File: src/rtl/search_dispatcher.sv
// ==== search_dispatcher : launches LANES collision-search lanes, arbitrates first hit ====
// ==== Rev 1.0 | optional run budget via SEARCH_DISPATCHER_TIMEOUT_EN                 ====
`default_nettype none

module search_dispatcher #(
   parameter int LANES = 4
) (
   input  logic                  clk,
   input  logic                  reset,
   input  logic                  start,
   input  logic                  cancel,
   input  logic [31:0]           base_counter,
   input  logic [31:0]           max_cycles,
   output logic [LANES-1:0]      lane_start,
   output logic [32*LANES-1:0]   lane_counter,
   output logic [31:0]           lane_increment,
   output logic [LANES-1:0]      lane_abort,
   input  logic [LANES-1:0]      lane_done,
   input  logic [32*LANES-1:0]   lane_result,
   input  logic [32*LANES-1:0]   lane_digests,
   output logic                  busy,
   output logic                  done,
   output logic                  found,
   output logic                  timed_out,
   output logic                  cancelled,
   output logic [31:0]           result,
   output logic [2:0]            winner,
   output logic [31:0]           total_digests
);

   typedef enum logic [2:0] {
      S_IDLE   = 3'd0,
      S_LAUNCH = 3'd1,
      S_RUN    = 3'd2,
      S_ABORT  = 3'd3,
      S_REPORT = 3'd4
   } state_t;

   state_t      state, state_next;
   logic        hit;
   logic [2:0]  hit_idx;
   logic [31:0] hit_result;
   logic [31:0] digest_sum;
   logic        timeout_hit;

   // Descending scan so the lowest asserted lane wins.
   always_comb begin
      hit        = 1'b0;
      hit_idx    = 3'd0;
      hit_result = 32'd0;
      digest_sum = 32'd0;
      for (int i = LANES - 1; i >= 0; i--) begin
         if (lane_done[i]) begin
            hit        = 1'b1;
            hit_idx    = 3'(i);
            hit_result = lane_result[32*i +: 32];
         end
      end
      for (int i = 0; i < LANES; i++) begin
         digest_sum = digest_sum + lane_digests[32*i +: 32];
      end
   end

`ifdef SEARCH_DISPATCHER_TIMEOUT_EN
   logic [31:0] max_latched;
   logic [31:0] run_cycles;

   always_ff @(posedge clk or posedge reset) begin
      if (reset) begin
         max_latched <= 32'd0;
         run_cycles  <= 32'd0;
      end else begin
         if (state == S_IDLE && start)
            max_latched <= max_cycles;
         if (state == S_LAUNCH)
            run_cycles <= 32'd0;
         else if (state == S_RUN)
            run_cycles <= run_cycles + 32'd1;
      end
   end

   assign timeout_hit = (max_latched != 32'd0) && (run_cycles == max_latched - 32'd1);
`else
   logic unused_max_cycles;
   assign unused_max_cycles = ^max_cycles;
   assign timeout_hit       = 1'b0;
`endif

   always_comb begin
      state_next = state;
      case (state)
         S_IDLE:   if (start) state_next = S_LAUNCH;
         S_LAUNCH: state_next = S_RUN;
         S_RUN:    if (hit || cancel || timeout_hit) state_next = S_ABORT;
         S_ABORT:  state_next = S_REPORT;
         S_REPORT: state_next = S_IDLE;
         default:  state_next = S_IDLE;
      endcase
   end

   // Strobes are registered from next state so each lands in the cycle of its state.
   always_ff @(posedge clk or posedge reset) begin
      if (reset) begin
         state          <= S_IDLE;
         busy           <= 1'b0;
         done           <= 1'b0;
         lane_start     <= '0;
         lane_abort     <= '0;
         lane_counter   <= '0;
         lane_increment <= 32'd0;
         found          <= 1'b0;
         timed_out      <= 1'b0;
         cancelled      <= 1'b0;
         result         <= 32'd0;
         winner         <= 3'd0;
         total_digests  <= 32'd0;
      end else begin
         state      <= state_next;
         busy       <= (state_next != S_IDLE);
         done       <= (state_next == S_REPORT);
         lane_start <= (state_next == S_LAUNCH) ? '1 : '0;
         lane_abort <= (state_next == S_ABORT)  ? '1 : '0;

         if (state == S_IDLE && start) begin
            for (int i = 0; i < LANES; i++)
               lane_counter[32*i +: 32] <= base_counter + 32'(i);
            lane_increment <= 32'(LANES);
            found          <= 1'b0;
            timed_out      <= 1'b0;
            cancelled      <= 1'b0;
            result         <= 32'd0;
            winner         <= 3'd0;
            total_digests  <= 32'd0;
         end

         if (state == S_RUN) begin
            if (hit) begin
               found         <= 1'b1;
               winner        <= hit_idx;
               result        <= hit_result;
               total_digests <= digest_sum;
            end else if (cancel) begin
               cancelled     <= 1'b1;
               total_digests <= digest_sum;
            end else if (timeout_hit) begin
               timed_out     <= 1'b1;
               total_digests <= digest_sum;
            end
         end
      end
   end

endmodule

`default_nettype wire

File: config.mk
export PLATFORM = sky130hd
export DESIGN_NAME = search_dispatcher
export DESIGN_NICKNAME = d
export VERILOG_FILES = /design/src/rtl/search_dispatcher.sv
export SDC_FILE = /design/constraint.sdc
export NUM_CORES = 1
export LEC_CHECK = 0
export ABC_AREA = 0
export BUFFER_PORTS_ARGS = -buffer_cell sky130_fd_sc_hd__clkbuf_2
export CORE_AREA = 2 2 222 224
export DETAILED_ROUTE_END_ITERATION = 7
export DIE_AREA = 0 0 224 226
export PLACE_DENSITY_LB_ADDON = 0.12
export SKIP_LAST_GASP = 1
export SLEW_MARGIN = 20
export SYNTH_ARGS = -nofsm -noshare
export SYNTH_HDL_FRONTEND = slang
export SYNTH_SLANG_ARGS = --single-unit
File: constraint.sdc
create_clock -name clk -period 7.3 [get_ports clk]
set_input_delay 1.095 -clock clk [delete_from_list [all_inputs] [get_ports clk]]
set_output_delay 1.095 -clock clk [all_outputs]
set_load 0.005 [all_outputs]
==> results.cfg, run 1 <==
[logic_synthesis]
yosysUniqueCellTypes = 62
synth_area_per_cell_um2 = 8.31
synth_seq_cells = 203
synth_edf_count = 0
synthArstFlopShare_pct = 100
syn_area_mm2 = 0.0136
synth_ff_type = dfrtp_1
yosysSeqAreaShare_pct = 37.4
synth_warnings = 0
syn_inst = 1635

[pwr]
p_leak_nw = 8.96
powerDensity_mw_per_mm2 = 334
ir_drop_v = 0.000203
p_sw_mw = 2.34
swShare_pct = 40.5
intPower_mw = 3.43
combPwrFrac_pct = 43.9
p_total_mw = 5.77
clkPwrFrac_pct = 22.7
seqPwrFrac_pct = 33.3

[floorplanning]
die_area_mm2 = 0.0506
start_util_pct = 28.1
io_pins = 568
row_count = 81
die_w_um = 224
core-area_mm2 = 0.0483
die_y_um = 226

[placed_design]
post-dp-hpwl_mm = 36.8
gp_congestion = 0.874
portBuffers = 503
dpl.cell_count = 2655

[grt]
grt_pass1_wl_mm = 71.5
grt_pass1_vias = 12354
grt_overflow = 0
grt_usage_pct = 18.1
antenna_found_initial = 2
grt_max_degree = 245

[worst_hold_path]
hp-start = lane_increment[2]$_DFFE_PP0P_
min_path_type = reg2reg
hold_end = lane_increment[2]$_DFFE_PP0P_
whs_path_depth = 1

[layout]
fin_cells = 2703
final_layout_size_suffix_gt1_share_pct = 27.5
area_growth_pct = 27.2
fin_nets = 2486
nFillCells = 5183
regArea_mm2 = 0.00508
num_antenna_cells = 0
multiInputGateArea_mm2 = 0.00724

[timing]
finalCritPeriodShare_pct = 62.1
rsz0062_at_grt = false
period_needed_ns = 4.54
setup_tns_ns = 0
final-setup-viol-count = 0
max_freq_mhz = 220
finClkSkew_ns = 0.0218
hold_viol_final = 0
tightest_slew_ns = 1.01
drv_slew = 0
slew_headroom_pct = 32.7

[clock_tree]
clk_pin_slew_ns = 0.06
postCtsSetupBuffers = 0
cts_buffers = 26
clockBufferDepth = 3
tritoncts = built
ctsRootBufferMaster = clkbuf_16
holdBufCountCts = 0
cts_resized = 0
clkSinkCount = 203
clk_latency_ns = 0.54
htreeDepth = 1

[detailed_routing]
wl_per_cell_um = 17.4
drtIter0Drc = 711
vias = 12304
drt-pass1-iter-count = 5
drt_wl_total_mm = 47.1
drc = 0
final_antenna_net_count = 0
via_per_inst = 4.55

[flow_run]
cap_violations = 0

[critical_path]
r2r_slack_ns = 4.34
rr_worst_depth = 6
r2r_end = lane_counter[97]$_DFFE_PP0P_
cp-end-kind = register
reg2reg_from = state[1]$_DFF_PP0_
timing.critical_path.fanout_max = 6
start_kind = input port
critPathKind = in2reg
required_ns = 7.78
worst-endpoint-arrival_ns = 5.02

[run_status]
outcome = finished, final reports clean
## cell type report
cell class / instances / area share, %
clock buffer: 35 / 4.31
clock inverter: 13 / 0.724
inverter: 189 / 4.15
multi-input combinational: 1131 / 41.9
sequential: 203 / 29.4
tap: 622 / 4.50
timing repair buffer: 510 / 15.0
## metal layers
| metal | part of all wire [%] | GRT usage (%) | vias up |
|---|---|---|---|
| li1 | - | - | 6072 |
| met1 | 42 | 22.5 | 5837 |
| met2 | 50 | 32.1 | 336 |
| met3 | 6.1 | 3.96 | 53 |
| met4 | 1.6 | 3.83 | 6 |
| met5 | 0.12 | 0 | - |
## cell usage after synthesis (all sizes together), types with 6 or more instances
library cell	n	area share (%)
inv	188	5.2
a21o	14	0.77
nor2	111	3.1
a31oi	6	0.39
nand2b	6	0.28
nand3	75	2.8
fa	62	9.1
nor3	12	0.48
ha	35	3.2
nand4	12	0.55
or3	6	0.28
o21ai	166	6.1
xnor2	50	3.2
and3	11	0.51
nand2	271	7.5
xor2	71	4.6
dfrtp	203	37
a22oi	32	1.8
buf	54	2.7
clkbuf	89	2.5
a21oi	93	3.4
## sequential cells by signal (all words and copies together) (netlist names)
| register | count |
|---|---|
| lane_abort | 1 |
| cancelled | 1 |
| lane_increment | 1 |
| winner | 3 |
| lane_counter | 126 |
| found | 1 |
| done | 1 |
| total_digests | 32 |
| busy | 1 |
| lane_start | 1 |
| result | 32 |
| state | 3 |
## cell usage in the layout (no fill, tap or decap), types with 10 or more instances in the layout
cell type    n
a21o_1      14
a21oi_1     93
a22oi_1     32
and3_1      11
clkbuf_16   27
clkbuf_2   503
conb_1      32
dfrtp_1    203
fa_1        62
ha_1        35
inv_1      187
nand2_1    270
nand3_1     75
nand4_1     12
nor2_1     110
nor3_1      10
o21ai_0    165
xnor2_1     50
xor2_1      71
## power groups by stage
stage                     combinational (mW)  clock (mW)  sequential [mW]
after CTS                               2.60        1.36             1.93
after global placement                  2.57           0             1.93
after global routing                    2.89        1.41             1.99
final                                   2.53        1.31             1.92
after floorplan                         1.46           0             1.93
after detailed placement                2.60           0             1.94
## metrics by stage
stage	hold slack (ns)	worst slack, ns	util [%]	area, um^2
final	0.469	2.76	35.8	17300
after global routing	0.490	2.60	35.8	17300
after CTS	0.474	2.81	35.7	17300
after detailed placement	0.458	2.25	33.9	16400
after global placement	0.453	2.25	33.9	16400
after floorplan	0.459	0.666	-	13700
## cell families after synthesis
group,Yosys count,share of synthesized area [%]
XOR/XNOR,121,7.80
flip-flops,203,37.4
adder cells (fa/ha/maj),97,12.4
AO/OA/AOI/OAI,350,15.1
buffers and inverters,332,10.4
other,1,0.0276
AND/OR/NAND/NOR,531,16.9
## critical path: stages
cell	delay, ns
clkbuf_2	0.07
inv_1	0.04
fa_1	0.57
fa_1	0.42
inv_1	0.07
ha_1	0.16
inv_1	0.05
fa_1	0.39
and2b_1	0.23
o211ai_2	0.13
a31oi_4	0.28
a41oi_2	0.20
a311oi_4	0.49
a41oi_2	0.22
or4_1	0.49
nand3_1	0.09
## worst max-delay path by stage
stage / from / slack (ns) / endpoint
finish: lane_digests[1] / 2.76 / total_digests[27]$_DFF_PP0_
global route: lane_digests[1] / 2.60 / total_digests[27]$_DFF_PP0_
CTS: lane_digests[1] / 2.81 / total_digests[27]$_DFF_PP0_
detailed placement: lane_digests[1] / 2.25 / total_digests[27]$_DFF_PP0_
global placement: lane_digests[1] / 2.25 / total_digests[27]$_DFF_PP0_
floorplan: reset / 0.67 / busy$_DFF_PP0_
(Power assumes the default switching activity.)
==> run 2, diff against run 1 <==
clock period = 4 ns   (was 7.3 ns; I/O delays follow)
==> run 2 against run 1 <==
  * Routed wire length up 1.6%
  * Hold slack worse by 0.26 ns
  * Global-route usage increased by 0.39 points
  * Power rose by 88%
  * Via count up 0.92%
  * Sequential share of layout area down 0.57 points
  * Sequential power is 84% higher
==> results.cfg, run 2 (synthesis results as in run 1) <==
[detailed_routing]
final_antenna_net_count = 0
drt_wl_total_mm = 47.8
drt-pass1-iter-count = 4
wl_per_cell_um = 17.4
drtIter0Drc = 689
vias = 12417
via_per_inst = 4.53
drc = 0

[grt]
grt_pass1_vias = 12573
grt_overflow = 0
grt_max_degree = 196
antenna_found_initial = 1
grt_pass1_wl_mm = 72.6
grt_usage_pct = 18.5

[critical_path]
crit_chain = clkbuf_2 -> inv_8 -> fa_1 -> fa_1 -> inv_1 -> ha_2 -> inv_2 -> fa_2 -> and2b_1 -> o211ai_2 -> a31oi_4 -> a41oi_2 -> a311oi_4 -> a21oi_1 -> nor4b_2 -> or3_1
slowest_stage = fa_1
timing.critical_path.fanout_max = 4
r2r_slack_ns = 1.88
path_depth = 16
start_kind = input port
path_delay_family = adder cells
cp-end-kind = register
crit_top_cell = fa_1
critPathKind = in2reg
cp.buffers_inverters = 4
required_ns = 4.41
cpPeakStageDelay_ns = 0.56
worst-endpoint-arrival_ns = 4.18
rr_worst_depth = 8

[timing]
rsz0062_at_grt = false
tightest_slew_ns = 0.905
slew_headroom_pct = 39.4
setup_tns_ns = 0
max_freq_mhz = 265
drv_slew = 0
hold_viol_final = 0
finalCritPeriodShare_pct = 94.2
finClkSkew_ns = 0.00784
final-setup-viol-count = 0
period_needed_ns = 3.77

[flow_run]
cap_violations = 0

[pwr]
p_total_mw = 10.8
combPwrFrac_pct = 44.8
seqPwrFrac_pct = 32.6
powerDensity_mw_per_mm2 = 614
clkPwrFrac_pct = 22.5
p_sw_mw = 4.32
intPower_mw = 6.50
swShare_pct = 39.9
ir_drop_v = 0.000333
p_leak_nw = 9.16

[clock_tree]
clk_latency_ns = 0.53
htreeDepth = 1
clk_pin_slew_ns = 0.06
cts_buffers = 26
clockBufferDepth = 3
ctsRootBufferMaster = clkbuf_16
tritoncts = built
clkSinkCount = 203
cts_resized = 0
holdBufCountCts = 0
postCtsSetupBuffers = 0

[floorplanning]
row_count = 81
io_pins = 568
die_y_um = 226
die_w_um = 224
core-area_mm2 = 0.0483
die_area_mm2 = 0.0506
start_util_pct = 28.1

[layout]
final_core_util_pct = 36.5
final_cell_mix = clkbuf_2 (503), nand2_1 (270), dfrtp_1 (203)
final_layout_size_suffix_gt1_share_pct = 29.0
largest_reg_flops = 126
area_growth_pct = 29.7
num_antenna_cells = 0
mostFrequentLayoutCell = clkbuf_2
fin_nets = 2526
top_register = lane_counter
reg_top3 = lane_counter: 126 flops, result: 32 flops, total_digests: 32 flops
final_area_mm2 = 0.0176

[run_status]
outcome = finished, final reports clean

[placed_design]
gp_congestion = 0.857
post-dp-hpwl_mm = 37.7
portBuffers = 503
placed_area_mm2 = 0.0167

[worst_hold_path]
min_path_type = in2async
[run 2: cell count changes in the layout (fill, tap and decap cells not counted), moves of 3 or more]
| cell | before | now |
|---|---|---|
| clkbuf_8 | 4 | 8 |
| clkinv_2 | 7 | 4 |
| inv_1 | 187 | 184 |
| buf_4 | 5 | 44 |
[run 2: stage by stage]
stage / worst slack, ns / hold WS, ns / std cells
after detailed placement: -0.300 / 0.457 / 2695
final: 0.231 / 0.205 / 2742
after floorplan: 0.0000941 / 0.459 / 1666
after CTS: 0.262 / 0.219 / 2742
after global routing: 0.0984 / 0.245 / 2742
after global placement: -0.289 / 0.458 / 2695
[run 2: per-layer routing]
metal	part of all wire (%)	GRT usage, %	routed length (um)	up-vias
met5	0.023	0	11	-
met4	2.3	5.16	1090	2
met3	5.3	3.59	2520	53
met2	49	31.7	23200	320
met1	44	23.7	21000	5888
li1	-	-	-	6154
[run 2: layout make-up]
type	count	area, um^2
Fill cell	5166	30700
Clock buffer	39	801
Tap cell	622	778
Sequential cell	203	5080
Multi-Input combinational cell	1131	7240
Inverter	189	721
Timing Repair Buffer	550	2910
Clock inverter	8	95.1
[run 2: power by group through the flow]
| stage | combinational, mW | sequential, mW | clock [mW] |
|---|---|---|---|
| after CTS | 4.97 | 3.54 | 2.53 |
| after floorplan | 2.67 | 3.53 | 0 |
| final | 4.86 | 3.53 | 2.44 |
| after global placement | 4.92 | 3.54 | 0 |
| after detailed placement | 4.96 | 3.56 | 0 |
| after global routing | 5.52 | 3.65 | 2.60 |
[run 2: final timing paths]
| path | start | to |
|---|---|---|
| min reg2reg | lane_counter[3]$_DFFE_PP0P_ | lane_counter[3]$_DFFE_PP0P_ |
| min | reset | lane_counter[98]$_DFFE_PP0P_ |
| max reg2reg | state[2]$_DFF_PP0_ | total_digests[21]$_DFF_PP0_ |
| min in group clk | base_counter[1] | lane_counter[65]$_DFFE_PP0P_ |
| max | lane_digests[65] | total_digests[21]$_DFF_PP0_ |
| max in group asynchronous | reset | total_digests[10]$_DFF_PP0_ |
[run 2: worst min-delay path, cell delays in order]
cell	delay [ns]
clkbuf_2	0.10
clkinvlp_4	0.10
buf_12	0.36
==> run 3, diff against run 2 <==
ABC_AREA = 1   (was 0)
CORE_AREA = 2 2 223 225   (was 2 2 222 224)
DIE_AREA = 0 0 225 227   (was 0 0 224 226)
clock period = 4.2 ns   (was 4 ns; I/O delays follow)
==> run 3 against run 2 <==
  * Power grew 1.7%
  * Combinational power grew 6.2%
  * Critical path depth grew 2
  * First-iteration DRC count grew 4.2%
  * Global-route usage grew 1.6 points
  * Sequential share of layout area shrank 1.1 points
  * Clock power shrank 2%
  * Synthesized cell count grew 22%
  * Clock skew shrank 0.00085 ns
  * Final cell count grew 14%
  * Routed wire length grew 9.4%
  * Highest routed layer unchanged
==> results.cfg, run 3 <==
[detailed_routing]
drt_wl_total_mm = 52.3
wl_per_cell_um = 16.8
via_per_inst = 4.55
final_antenna_net_count = 0
drt-pass1-iter-count = 6
drc = 0
vias = 14163
drtIter0Drc = 718

[layout]
fin_nets = 2900
mostFrequentLayoutCell = nand2_1
final_layout_size_suffix_gt1_share_pct = 24.4
regArea_mm2 = 0.00508
num_antenna_cells = 0
area_growth_pct = 26.7
reg_top3 = lane_counter: 126 flops, result: 32 flops, total_digests: 32 flops
nFillCells = 5241
multiInputGateArea_mm2 = 0.00751
top_register = lane_counter
fin_cells = 3116
final_cell_mix = nand2_1 (674), clkbuf_2 (503), inv_1 (368)
largest_reg_flops = 126

[clock_tree]
cts_buffers = 26
ctsRootBufferMaster = clkbuf_16
tritoncts = built
postCtsSetupBuffers = 0
cts_resized = 0
clk_latency_ns = 0.54
htreeDepth = 1
holdBufCountCts = 0
clk_pin_slew_ns = 0.06
clkSinkCount = 203
clockBufferDepth = 3

[critical_path]
critPathKind = in2reg
cp-end-kind = register
r2r_slack_ns = 1.40
rr_worst_depth = 8
timing.critical_path.fanout_max = 4
reg2reg_from = state[0]$_DFF_PP0_
start_kind = input port
worst-endpoint-arrival_ns = 3.55
required_ns = 4.62
r2r_end = lane_counter[85]$_DFFE_PP0P_

[timing]
tightest_slew_ns = 0.990
drv_slew = 0
finalCritPeriodShare_pct = 74.5
finClkSkew_ns = 0.00700
final-setup-viol-count = 0
hold_viol_final = 0
rsz0062_at_grt = false
period_needed_ns = 3.13
setup_tns_ns = 0
max_freq_mhz = 320
slew_headroom_pct = 33.6

[grt]
grt_usage_pct = 20.1
grt_pass1_wl_mm = 79.8
grt_use_met3_pct = 3.94
grt_overflow = 0
grt_pass1_vias = 14137
grtUsageMet2_pct = 34.6
antenna_found_initial = 1
grt_max_degree = 107
grt_util_met1_pct = 25.5
busiest_layer = met2

[logic_synthesis]
synth_seq_cells = 203
synth_top_cells_by_area = dfrtp_1 (35%), nand2_1 (17%), inv_1 (9.6%)
yosysTopAreaCellShare_pct = 35.1
syn_inst = 2001
synth_ff_type = dfrtp_1
ys_top_cells_by_count = nand2_1 (674), inv_1 (371), dfrtp_1 (203)
synth_warnings = 0
yosysUniqueCellTypes = 46
synth_area_per_cell_um2 = 7.23
synth_most_common_cell = nand2_1
synth_top_area_cell = dfrtp_1
synthArstFlopShare_pct = 100
synth_edf_count = 0
syn_area_mm2 = 0.0145
yosysSeqAreaShare_pct = 35.1

[pwr]
p_total_mw = 11.0
combPwrFrac_pct = 46.9
p_sw_mw = 4.67
p_leak_nw = 10.6
swShare_pct = 42.4
clkPwrFrac_pct = 21.8
intPower_mw = 6.34
ir_drop_v = 0.000257
seqPwrFrac_pct = 31.4
powerDensity_mw_per_mm2 = 600

[placed_design]
portBuffers = 503
gp_congestion = 0.887
dpl.cell_count = 3069
post-dp-hpwl_mm = 42.1

[floorplanning]
io_pins = 568
die_w_um = 225
core-area_mm2 = 0.0485
start_util_pct = 29.8
die_area_mm2 = 0.0511
row_count = 81
die_y_um = 227

[flow_run]
cap_violations = 0

[worst_hold_path]
min_path_type = in2async

[run_status]
outcome = finished, final reports clean
[run 3: how the worst max path moves through the flow]
stage	end	cells after the start	from	slack, ns
2_1_floorplan	busy$_DFF_PP0_	1	reset	0.94
3_3_place_gp	total_digests[29]$_DFF_PP0_	18	lane_digests[1]	0.53
3_5_place_dp	total_digests[29]$_DFF_PP0_	18	lane_digests[1]	0.54
4_1_cts	total_digests[29]$_DFF_PP0_	18	lane_digests[1]	1.11
5_1_grt	total_digests[21]$_DFF_PP0_	18	lane_digests[1]	0.90
6_report	total_digests[29]$_DFF_PP0_	18	lane_digests[1]	1.07
[run 3: critical path: stages]
cell      delay [ns]
clkbuf_2        0.08
inv_1           0.05
fa_1            0.55
fa_1            0.42
inv_1           0.07
ha_1            0.21
inv_1           0.07
fa_1            0.40
inv_1           0.09
nand3_1         0.06
nand3_1         0.14
nand3_1         0.09
nand3_1         0.25
nand2_1         0.15
nand2_1         0.10
nand2_1         0.05
nand3_1         0.06
nand2_1         0.07
[run 3: area by class of cell]
cell class,instances,area share (%)
Clock buffer,36,4.25
Sequential cell,203,27.7
Tap cell,622,4.24
Timing Repair Buffer,512,14.2
Inverter,382,7.85
Multi-Input combinational cell,1350,40.9
Clock inverter,11,0.785
[run 3: power groups by stage]
stage	Clock, mW	Sequential (mW)	Combinational (mW)
floorplan	0	3.44	3.09
global placement	0	3.47	5.23
detailed placement	0	3.48	5.27
CTS	2.48	3.46	5.30
global route	2.57	3.57	5.96
finish	2.40	3.45	5.16
[run 3: per-layer routing]
layer	part of all wire (%)	up-vias
li1	-	7090
met1	42	6563
met2	48	441
met3	6.6	67
met4	3.0	2
met5	0.025	-
[run 3: cells by family after synthesis]
kind of cell | Yosys count | synth area share (%)
buf+inv | 479 | 13.8
flops | 203 | 35.1
simple gates | 950 | 27.1
other cells | 1 | 0.0259
compound gates | 256 | 11.4
fa+ha+maj | 97 | 11.6
xor+xnor | 15 | 0.908
[run 3: metrics by stage]
step	util (%)	hold slack, ns	setup WS, ns	cell area [um^2]
2_1_floorplan	-	0.465	0.940	14600
3_3_place_gp	35.9	0.457	0.530	17400
3_5_place_dp	35.9	0.464	0.540	17400
4_1_cts	37.8	0.178	1.11	18300
5_1_grt	37.8	0.212	0.900	18300
6_report	37.8	0.187	1.07	18300
